`src/rtl/aes444_pkg.sv`:
```
// aes444_pkg: shared types and constants for the AES444 mask scheduler.
//   state_t       - scheduler FSM states
//   CORE_LAT_DEF  - default core latency in cycles
//   LFSR_TAPS     - Galois feedback mask for x^64+x^63+x^61+x^60+1
//   DATA_W/RBITS_W - key/text/mask width and random-bit width
package aes444_pkg;

  localparam int DATA_W       = 64;
  localparam int RBITS_W      = 360;
  localparam int REFILL_WORDS = 8;
  localparam int CORE_LAT_DEF = 44;

  // Right-shifting Galois form: feedback bit positions are exponent-1.
  localparam logic [63:0] LFSR_TAPS = 64'hD800_0000_0000_0000;

  typedef enum logic [2:0] {
    IDLE,
    REFILL,
    START,
    WAIT,
    DONE
  } state_t;

  function automatic logic [63:0] lfsr_next(input logic [63:0] s);
    return {1'b0, s[63:1]} ^ (s[0] ? LFSR_TAPS : 64'h0);
  endfunction

endpackage

```
`src/rtl/aes444_sched_if.sv`:
```
// aes444_sched_if: bundles the requester, reseed, core and result
// handshake signals of the AES444 scheduler.
//   slave  - the scheduler side (consumes requests, drives the core)
//   master - the environment side (requesters, core, result sink)
interface aes444_sched_if;
  import aes444_pkg::*;

  logic                req0_valid;
  logic                req1_valid;
  logic [DATA_W-1:0]   req0_key;
  logic [DATA_W-1:0]   req1_key;
  logic [DATA_W-1:0]   req0_text;
  logic [DATA_W-1:0]   req1_text;
  logic                req0_ready;
  logic                req1_ready;

  logic [DATA_W-1:0]   seed_in;
  logic                seed_load;

  logic                core_start;
  logic [DATA_W-1:0]   core_key_in;
  logic [DATA_W-1:0]   core_text_in;
  logic [DATA_W-1:0]   core_t_mask;
  logic [DATA_W-1:0]   core_k_mask;
  logic [RBITS_W-1:0]  core_r_bits;
  logic [DATA_W-1:0]   core_text_out;

  logic                out_valid;
  logic                out_id;
  logic [DATA_W-1:0]   out_data;
  logic                out_ready;
  logic                busy;

  modport slave (
    input  req0_valid, req1_valid, req0_key, req1_key, req0_text, req1_text,
    output req0_ready, req1_ready,
    input  seed_in, seed_load,
    output core_start, core_key_in, core_text_in, core_t_mask, core_k_mask, core_r_bits,
    input  core_text_out,
    output out_valid, out_id, out_data,
    input  out_ready,
    output busy
  );

  modport master (
    output req0_valid, req1_valid, req0_key, req1_key, req0_text, req1_text,
    input  req0_ready, req1_ready,
    output seed_in, seed_load,
    input  core_start, core_key_in, core_text_in, core_t_mask, core_k_mask, core_r_bits,
    output core_text_out,
    input  out_valid, out_id, out_data,
    output out_ready,
    input  busy
  );

endinterface

```
`src/rtl/aes444_lfsr64.sv`:
```
// aes444_lfsr64: 64-bit Galois LFSR supplying mask randomness.
//   clk, rst - clock and synchronous active-high reset (state -> SEED_DEF)
//   load     - replace state with seed (zero seed maps to SEED_DEF)
//   step     - advance one position
//   q        - current state
module aes444_lfsr64
  import aes444_pkg::*;
#(
  parameter logic [63:0] SEED_DEF = 64'h0000_0000_0000_0001
) (
  input  logic        clk,
  input  logic        rst,
  input  logic        load,
  input  logic [63:0] seed,
  input  logic        step,
  output logic [63:0] q
);

  // An all-zero state would lock the LFSR, so a zero seed falls back to SEED_DEF.
  always_ff @(posedge clk) begin
    if (rst) begin
      q <= SEED_DEF;
    end else if (load) begin
      q <= (seed == 64'h0) ? SEED_DEF : seed;
    end else if (step) begin
      q <= lfsr_next(q);
    end
  end

endmodule

```
`src/rtl/aes444_sched.sv`:
```
// aes444_sched: arbitrates two requesters onto one masked AES444 core.
// Each operation refills a mask buffer from the LFSR (8 cycles), pulses
// core_start, waits CORE_LAT cycles, captures the result and holds it
// until out_ready.
//   clk, rst - clock and synchronous active-high reset
//   bus      - aes444_sched_if.slave: requests, reseed, core link, result
module aes444_sched
  import aes444_pkg::*;
#(
  parameter int          CORE_LAT = CORE_LAT_DEF,
  parameter logic [63:0] SEED_DEF = 64'h0000_0000_0000_0001
) (
  input logic           clk,
  input logic           rst,
  aes444_sched_if.slave bus
);

  // Only the low 488 bits of the 512-bit shift buffer are ever used, so
  // the discarded top 24 bits are not stored.
  localparam int KEEP_W = 2 * DATA_W + RBITS_W;

  state_t              state;
  logic [15:0]         cnt;
  logic                prio;
  logic                id_r;
  logic [KEEP_W-1:0]   mask_buf;
  logic                gnt_any;
  logic                gnt_id;
  logic                lfsr_load;
  logic                lfsr_step;
  logic [DATA_W-1:0]   lfsr_q;

  // Grant is a same-cycle decode so the request is consumed when ready is seen.
  assign gnt_any = !rst && (state == IDLE) && (bus.req0_valid || bus.req1_valid);
  assign gnt_id  = (bus.req0_valid && bus.req1_valid) ? prio : bus.req1_valid;

  assign bus.req0_ready = gnt_any && !gnt_id;
  assign bus.req1_ready = gnt_any && gnt_id;

  // Reseed is honoured only in IDLE; it lands on the same edge as a grant
  // so the following REFILL already draws from the new seed.
  assign lfsr_load = (state == IDLE) && bus.seed_load;
  assign lfsr_step = (state == REFILL);

  assign bus.core_t_mask = mask_buf[DATA_W-1:0];
  assign bus.core_k_mask = mask_buf[2*DATA_W-1:DATA_W];
  assign bus.core_r_bits = mask_buf[KEEP_W-1:2*DATA_W];

  aes444_lfsr64 #(
    .SEED_DEF(SEED_DEF)
  ) u_lfsr (
    .clk  (clk),
    .rst  (rst),
    .load (lfsr_load),
    .seed (bus.seed_in),
    .step (lfsr_step),
    .q    (lfsr_q)
  );

  // Each REFILL cycle shifts in the current LFSR word while the LFSR steps.
  // The counter is shared: refill word index, then WAIT cycle index.
  always_ff @(posedge clk) begin
    if (rst) begin
      state            <= IDLE;
      cnt              <= '0;
      prio             <= 1'b0;
      id_r             <= 1'b0;
      mask_buf         <= '0;
      bus.core_start   <= 1'b0;
      bus.core_key_in  <= '0;
      bus.core_text_in <= '0;
      bus.out_valid    <= 1'b0;
      bus.out_id       <= 1'b0;
      bus.out_data     <= '0;
      bus.busy         <= 1'b0;
    end else begin
      case (state)
        IDLE: begin
          if (gnt_any) begin
            bus.core_key_in  <= gnt_id ? bus.req1_key  : bus.req0_key;
            bus.core_text_in <= gnt_id ? bus.req1_text : bus.req0_text;
            id_r             <= gnt_id;
            prio             <= !gnt_id;
            cnt              <= '0;
            bus.busy         <= 1'b1;
            state            <= REFILL;
          end
        end
        REFILL: begin
          mask_buf <= {mask_buf[KEEP_W-DATA_W-1:0], lfsr_q};
          if (cnt == 16'(REFILL_WORDS - 1)) begin
            cnt            <= '0;
            bus.core_start <= 1'b1;
            state          <= START;
          end else begin
            cnt <= cnt + 16'd1;
          end
        end
        START: begin
          bus.core_start <= 1'b0;
          cnt            <= '0;
          state          <= WAIT;
        end
        WAIT: begin
          if (cnt == 16'(CORE_LAT - 1)) begin
            bus.out_data  <= bus.core_text_out;
            bus.out_id    <= id_r;
            bus.out_valid <= 1'b1;
            state         <= DONE;
          end else begin
            cnt <= cnt + 16'd1;
          end
        end
        DONE: begin
          if (bus.out_ready) begin
            bus.out_valid <= 1'b0;
            bus.busy      <= 1'b0;
            state         <= IDLE;
          end
        end
        default: state <= IDLE;
      endcase
    end
  end

endmodule

```
`src/flat_wrapper.sv`:
```
// flat-port wrapper written by rule: the top's interface ports become plain ports
module aes444_sched_flat import aes444_pkg::*;
#(
  parameter int          CORE_LAT = CORE_LAT_DEF,
  parameter logic [63:0] SEED_DEF = 64'h0000_0000_0000_0001
)
  (clk, rst, bus_req0_valid, bus_req1_valid, bus_req0_key, bus_req1_key, bus_req0_text, bus_req1_text, bus_req0_ready, bus_req1_ready, bus_seed_in, bus_seed_load, bus_core_start, bus_core_key_in, bus_core_text_in, bus_core_t_mask, bus_core_k_mask, bus_core_r_bits, bus_core_text_out, bus_out_valid, bus_out_id, bus_out_data, bus_out_ready, bus_busy);
  aes444_sched_if bus_i ();
  input logic clk;
  input logic rst;
  input wire logic [$bits(bus_i.req0_valid)-1:0] bus_req0_valid;
  input wire logic [$bits(bus_i.req1_valid)-1:0] bus_req1_valid;
  input wire logic [$bits(bus_i.req0_key)-1:0] bus_req0_key;
  input wire logic [$bits(bus_i.req1_key)-1:0] bus_req1_key;
  input wire logic [$bits(bus_i.req0_text)-1:0] bus_req0_text;
  input wire logic [$bits(bus_i.req1_text)-1:0] bus_req1_text;
  output wire logic [$bits(bus_i.req0_ready)-1:0] bus_req0_ready;
  output wire logic [$bits(bus_i.req1_ready)-1:0] bus_req1_ready;
  input wire logic [$bits(bus_i.seed_in)-1:0] bus_seed_in;
  input wire logic [$bits(bus_i.seed_load)-1:0] bus_seed_load;
  output wire logic [$bits(bus_i.core_start)-1:0] bus_core_start;
  output wire logic [$bits(bus_i.core_key_in)-1:0] bus_core_key_in;
  output wire logic [$bits(bus_i.core_text_in)-1:0] bus_core_text_in;
  output wire logic [$bits(bus_i.core_t_mask)-1:0] bus_core_t_mask;
  output wire logic [$bits(bus_i.core_k_mask)-1:0] bus_core_k_mask;
  output wire logic [$bits(bus_i.core_r_bits)-1:0] bus_core_r_bits;
  input wire logic [$bits(bus_i.core_text_out)-1:0] bus_core_text_out;
  output wire logic [$bits(bus_i.out_valid)-1:0] bus_out_valid;
  output wire logic [$bits(bus_i.out_id)-1:0] bus_out_id;
  output wire logic [$bits(bus_i.out_data)-1:0] bus_out_data;
  input wire logic [$bits(bus_i.out_ready)-1:0] bus_out_ready;
  output wire logic [$bits(bus_i.busy)-1:0] bus_busy;
  assign bus_i.req0_valid = bus_req0_valid;
  assign bus_i.req1_valid = bus_req1_valid;
  assign bus_i.req0_key = bus_req0_key;
  assign bus_i.req1_key = bus_req1_key;
  assign bus_i.req0_text = bus_req0_text;
  assign bus_i.req1_text = bus_req1_text;
  assign bus_req0_ready = bus_i.req0_ready;
  assign bus_req1_ready = bus_i.req1_ready;
  assign bus_i.seed_in = bus_seed_in;
  assign bus_i.seed_load = bus_seed_load;
  assign bus_core_start = bus_i.core_start;
  assign bus_core_key_in = bus_i.core_key_in;
  assign bus_core_text_in = bus_i.core_text_in;
  assign bus_core_t_mask = bus_i.core_t_mask;
  assign bus_core_k_mask = bus_i.core_k_mask;
  assign bus_core_r_bits = bus_i.core_r_bits;
  assign bus_i.core_text_out = bus_core_text_out;
  assign bus_out_valid = bus_i.out_valid;
  assign bus_out_id = bus_i.out_id;
  assign bus_out_data = bus_i.out_data;
  assign bus_i.out_ready = bus_out_ready;
  assign bus_busy = bus_i.busy;
  aes444_sched #(.CORE_LAT(CORE_LAT), .SEED_DEF(SEED_DEF)) u_core (.clk(clk), .rst(rst), .bus(bus_i));
endmodule
```
`config.mk`:
```
export PLATFORM = sky130hd
export DESIGN_NAME = aes444_sched_flat
export DESIGN_NICKNAME = d
export VERILOG_FILES = /design/src/rtl/aes444_pkg.sv /design/src/rtl/aes444_sched_if.sv /design/src/rtl/aes444_lfsr64.sv /design/src/rtl/aes444_sched.sv /design/src/flat_wrapper.sv
export SDC_FILE = /design/constraint.sdc
export NUM_CORES = 2
export LEC_CHECK = 0
export CAP_MARGIN = 20
export CELL_PAD_IN_SITES_DETAIL_PLACEMENT = 0
export CELL_PAD_IN_SITES_GLOBAL_PLACEMENT = 1
export CORE_AREA = 2 2 422 424
export CTS_BUF_LIST = sky130_fd_sc_hd__clkbuf_2
export CTS_CLUSTER_SIZE = 28
export DETAILED_ROUTE_END_ITERATION = 10
export DIE_AREA = 0 0 424 426
export PLACE_DENSITY_LB_ADDON = 0.1
export SLEW_MARGIN = 20
export SYNTH_ARGS = -nofsm -noshare
export SYNTH_HDL_FRONTEND = slang
export SYNTH_SLANG_ARGS = --single-unit
```
`constraint.sdc`:
```
create_clock -name clk -period 2.3 [get_ports clk]
set_clock_uncertainty 0.2 [all_clocks]
set_input_delay 0.46 -clock clk [delete_from_list [all_inputs] [get_ports clk]]
set_output_delay 0.46 -clock clk [all_outputs]
set_load 0.005 [all_outputs]
```
==> results.txt <==
P&R area growth vs syn: 108%
Initial Utilization: 16.2%
Share of layout cells above drive strength 1: 39.3%
Area of the core: 176000 µm²
Dominant cell type by area after synthesis: dfxtp_1
Worst-Margin Slew: 1.16 ns
Startpoint type of the worst setup path: flip-flop
Initial antenna violation count: 27
WL final: 190000 µm
R2R cell count: 8
Die area: 181000 µm²
Yosys cell types: 58
VDD IR-drop max: 0.397 mV
DIE WIDTH: 424 µm
Crit path DAT: 2.69 ns
Kind of critical path: reg -> out
Reg-to-reg critical path endpoint: u_core.bus.core_key_in[43]$_SDFFE_PP0P_
Synthesized instance count: 3438
Drt initial violations: 1498
Path category of the worst min-delay check: in -> reg
Inserted Clock Buffers: 236
# fillers: 19.0k
Average size of a mapped cell: 8.27 µm²
CP Cell Sequence: nor2_2, buf_6, and3b_4, and2_4, buf_6
Outcome: finished, violations left
Wirelength per Cell: 22.3 µm
Register area share after synthesis: 54.1%
Pre-antenna DRT Iters: 5
Final Max Tran Viols: 0
Ys async rst share: 0%
Violated checks: negative hold slack, negative setup slack
H-Tree Depth: 4
Top FF cell, synth: dfxtp_1
Ranking of synthesized cells by area: dfxtp_1 54%, nand2_1 16%, a21oi_1 9.9%
Skew-Pair Late Insertion Delay: 1.72 ns
CP required: 1.64 ns
Minimum clock period: 3.35 ns
FP Rows: 154
Nets@finish: 6413
DIE HEIGHT: 426 µm
P_leak: 0.0243 µW
Worst path most repeated cell: buf_6
Pwr Density: 518 nW/µm²
RSZ-0062 raised after global routing: yes
Tcrit/Tclk final: 146%
Final hold vios: 2
WHS: -0.813 ns
Residual DRC count: 0
Number of synthesis warnings: 0
Critical path origin: u_core.state[2]$_SDFFE_PP0P_
Gr ovfl total: 0
Setup Viol. Count Final: 821
Vias in the first global route: 35.2k
Worst Hold Path EP: u_core.id_r$_SDFFE_PP0P_
Number of synthesized register bits: 769
Worst-path fanout max: 3
Pin count of the biggest net entering global routing: 136
Hold_sp: rst
Vias: 34.4k
Max-cap check violation count: 0
Internal reg-to-reg setup slack: -0.62 ns
Area share of the largest cell type after synthesis: 54.1%
Global-route wire length before repair: 263000 µm
CTS tree: yes
EDFF count, synth: 0
IO buf count: 1075
Syn Std Cell Area: 28400 µm²
Clock Sinks: 769
Area post-placement: 42900 µm²
Finished Core Util: 33.6%
HPWL reported at the end of detailed placement: 137000 µm
Worst Setup Slack, final: -1.05 ns
Max incr delay on CP: 0.34 ns
Clk root buf: clkbuf_2
CTS clk-pin slew, worst paths: 0.10 ns
CP max stage cell: dfxtp_2
I/O pin count: 1076
Hold path cells: 6
Max transition margin: 22.9%
Crit end category: primary output
Fmax: 299 MHz
Gpl congestion: 0.858
GRT Total Usage: 20.2%
Critical R2R Launch: u_core.state[2]$_SDFFE_PP0P_
Via density: 4.04
DRT antenna net count: 0
Fin area: 59100 µm²
Syn Nets: 3829
Clk buf depth: 3
-- power breakdown --
part	switching [µW]	internal, µW
Combinational	2620	3100
Clock	6670	4250
Sequential	310	13700
-- worst max-delay path: cells and delay by family (launching register included) --
| family | cells | cell delay (ns) |
|---|---|---|
| AND/OR/NAND/NOR | 3 | 0.44 |
| flip-flops | 1 | 0.34 |
| buffers and inverters | 2 | 0.21 |
-- sequential cells by signal (all words and copies together), names as in the netlist --
register                 count
u_core.mask_buf            488
u_core.bus.core_key_in      64
u_core.bus.core_text_in     64
u_core.bus.out_data         64
u_core.u_lfsr.q             64
u_core.cnt                  16
u_core.state                 3
u_core.bus.busy              1
u_core.bus.core_start        1
u_core.bus.out_id            1
u_core.bus.out_valid         1
u_core.id_r                  1
u_core.prio                  1
-- metrics by stage --
step | hold WS [ns] | instances | power, µW | setup TNS [ns] | setup WS (ns)
global placement | 0.239 | 6779 | 18500 | -51.51 | -0.550
finish | -0.813 | 8524 | 30600 | -403.85 | -1.05
detailed placement | 0.243 | 6779 | 18500 | -54.11 | -0.554
floorplan | 0.237 | 3438 | 15800 | 0 | 0.230
global route | -1.06 | 8515 | 32400 | -643.03 | -1.39
CTS | -1.29 | 8431 | 31300 | -644.14 | -1.46
-- synth_stat cells (6+ instances only) --
cell      instances
nand4_1          12
nor3_1            7
a211oi_1        128
a311oi_1         61
and3_1            6
mux2i_1         128
clkbuf_1        121
a21oi_1         560
buf_2           136
nor4_1           18
buf_4            13
nand3_1          11
buf_6             6
nor2_1          203
xor2_1           10
nand2_1        1179
nor2_2            7
dfxtp_1         769
-- cell type report --
| cell class | count | area (µm²) | share of cell area [%] |
|---|---|---|---|
| repair buffers | 2627 | 25900 | 43.9 |
| flip-flops and latches | 769 | 16500 | 27.9 |
| multi-input cells | 2382 | 11800 | 19.9 |
| well taps | 2340 | 2930 | 4.95 |
| clock buffers | 353 | 1770 | 2.99 |
| clock inverters | 29 | 179 | 0.303 |
| diodes | 18 | 45.0 | 0.0762 |
| inverters | 6 | 22.5 | 0.0381 |
-- timing repair --
item | in CTS | in global routing
pin swaps | 2 | 5
setup buffers | 366 | 67
gates cloned | 0 | 3
hold endpoints to repair | 769 | 133
hold buffers | 904 | 6
gates resized for setup | 4451 | 93
setup endpoints to repair | 687 | 713
-- routing by layer --
layer | wire (µm) | share of wire (%) | GRT usage [%] | up-vias
met5 | 16 | 0.0084 | 0 | -
met4 | 6990 | 3.7 | 8.02 | 2
met3 | 8370 | 4.4 | 4.17 | 269
met2 | 90300 | 48 | 33.6 | 906
met1 | 84300 | 44 | 25.4 | 16373
li1 | - | - | - | 16870
-- cells by family after synthesis --
logic type	after synthesis	synth area share [%]
compound gates	778	16.0
buf+inv	287	4.76
mux	128	4.51
simple gates	1465	20.2
xor+xnor	10	0.308
fa+ha+maj	1	0.0440
flops	769	54.1
-- cell usage in the layout, fill, tap and decap left out, types with 7 or more instances in the layout --
cell and n:
nand2_1 1179, dlygate4sd3_1 904, buf_6 635, dfxtp_2 600, buf_4 590, a21oi_1 560, clkdlybuf4s50_1 388, clkbuf_2 353
nor2_1 199, mux2i_1 128, a211oi_1 127, dfxtp_4 86, dfxtp_1 83, a311oi_1 60, buf_2 52, buf_12 47
diode_2 18, nor4_1 18, clkinv_1 18, nand4_1 12, nand3_1 10, xor2_1 10, nor2_2 8, nor3_1 7
-- how the worst max path moves through the flow --
stage               depth (start not counted)             end  slack [ns]
CTS                                         5  bus_req0_ready       -1.46
finish                                      5  bus_req0_ready       -1.05
global route                                5  bus_req1_ready       -1.39
floorplan                                   7  bus_req0_ready        0.23
global placement                            6  bus_req1_ready       -0.55
detailed placement                          6  bus_req1_ready       -0.55
No activity file was read; power rests on OpenSTA's default activity.
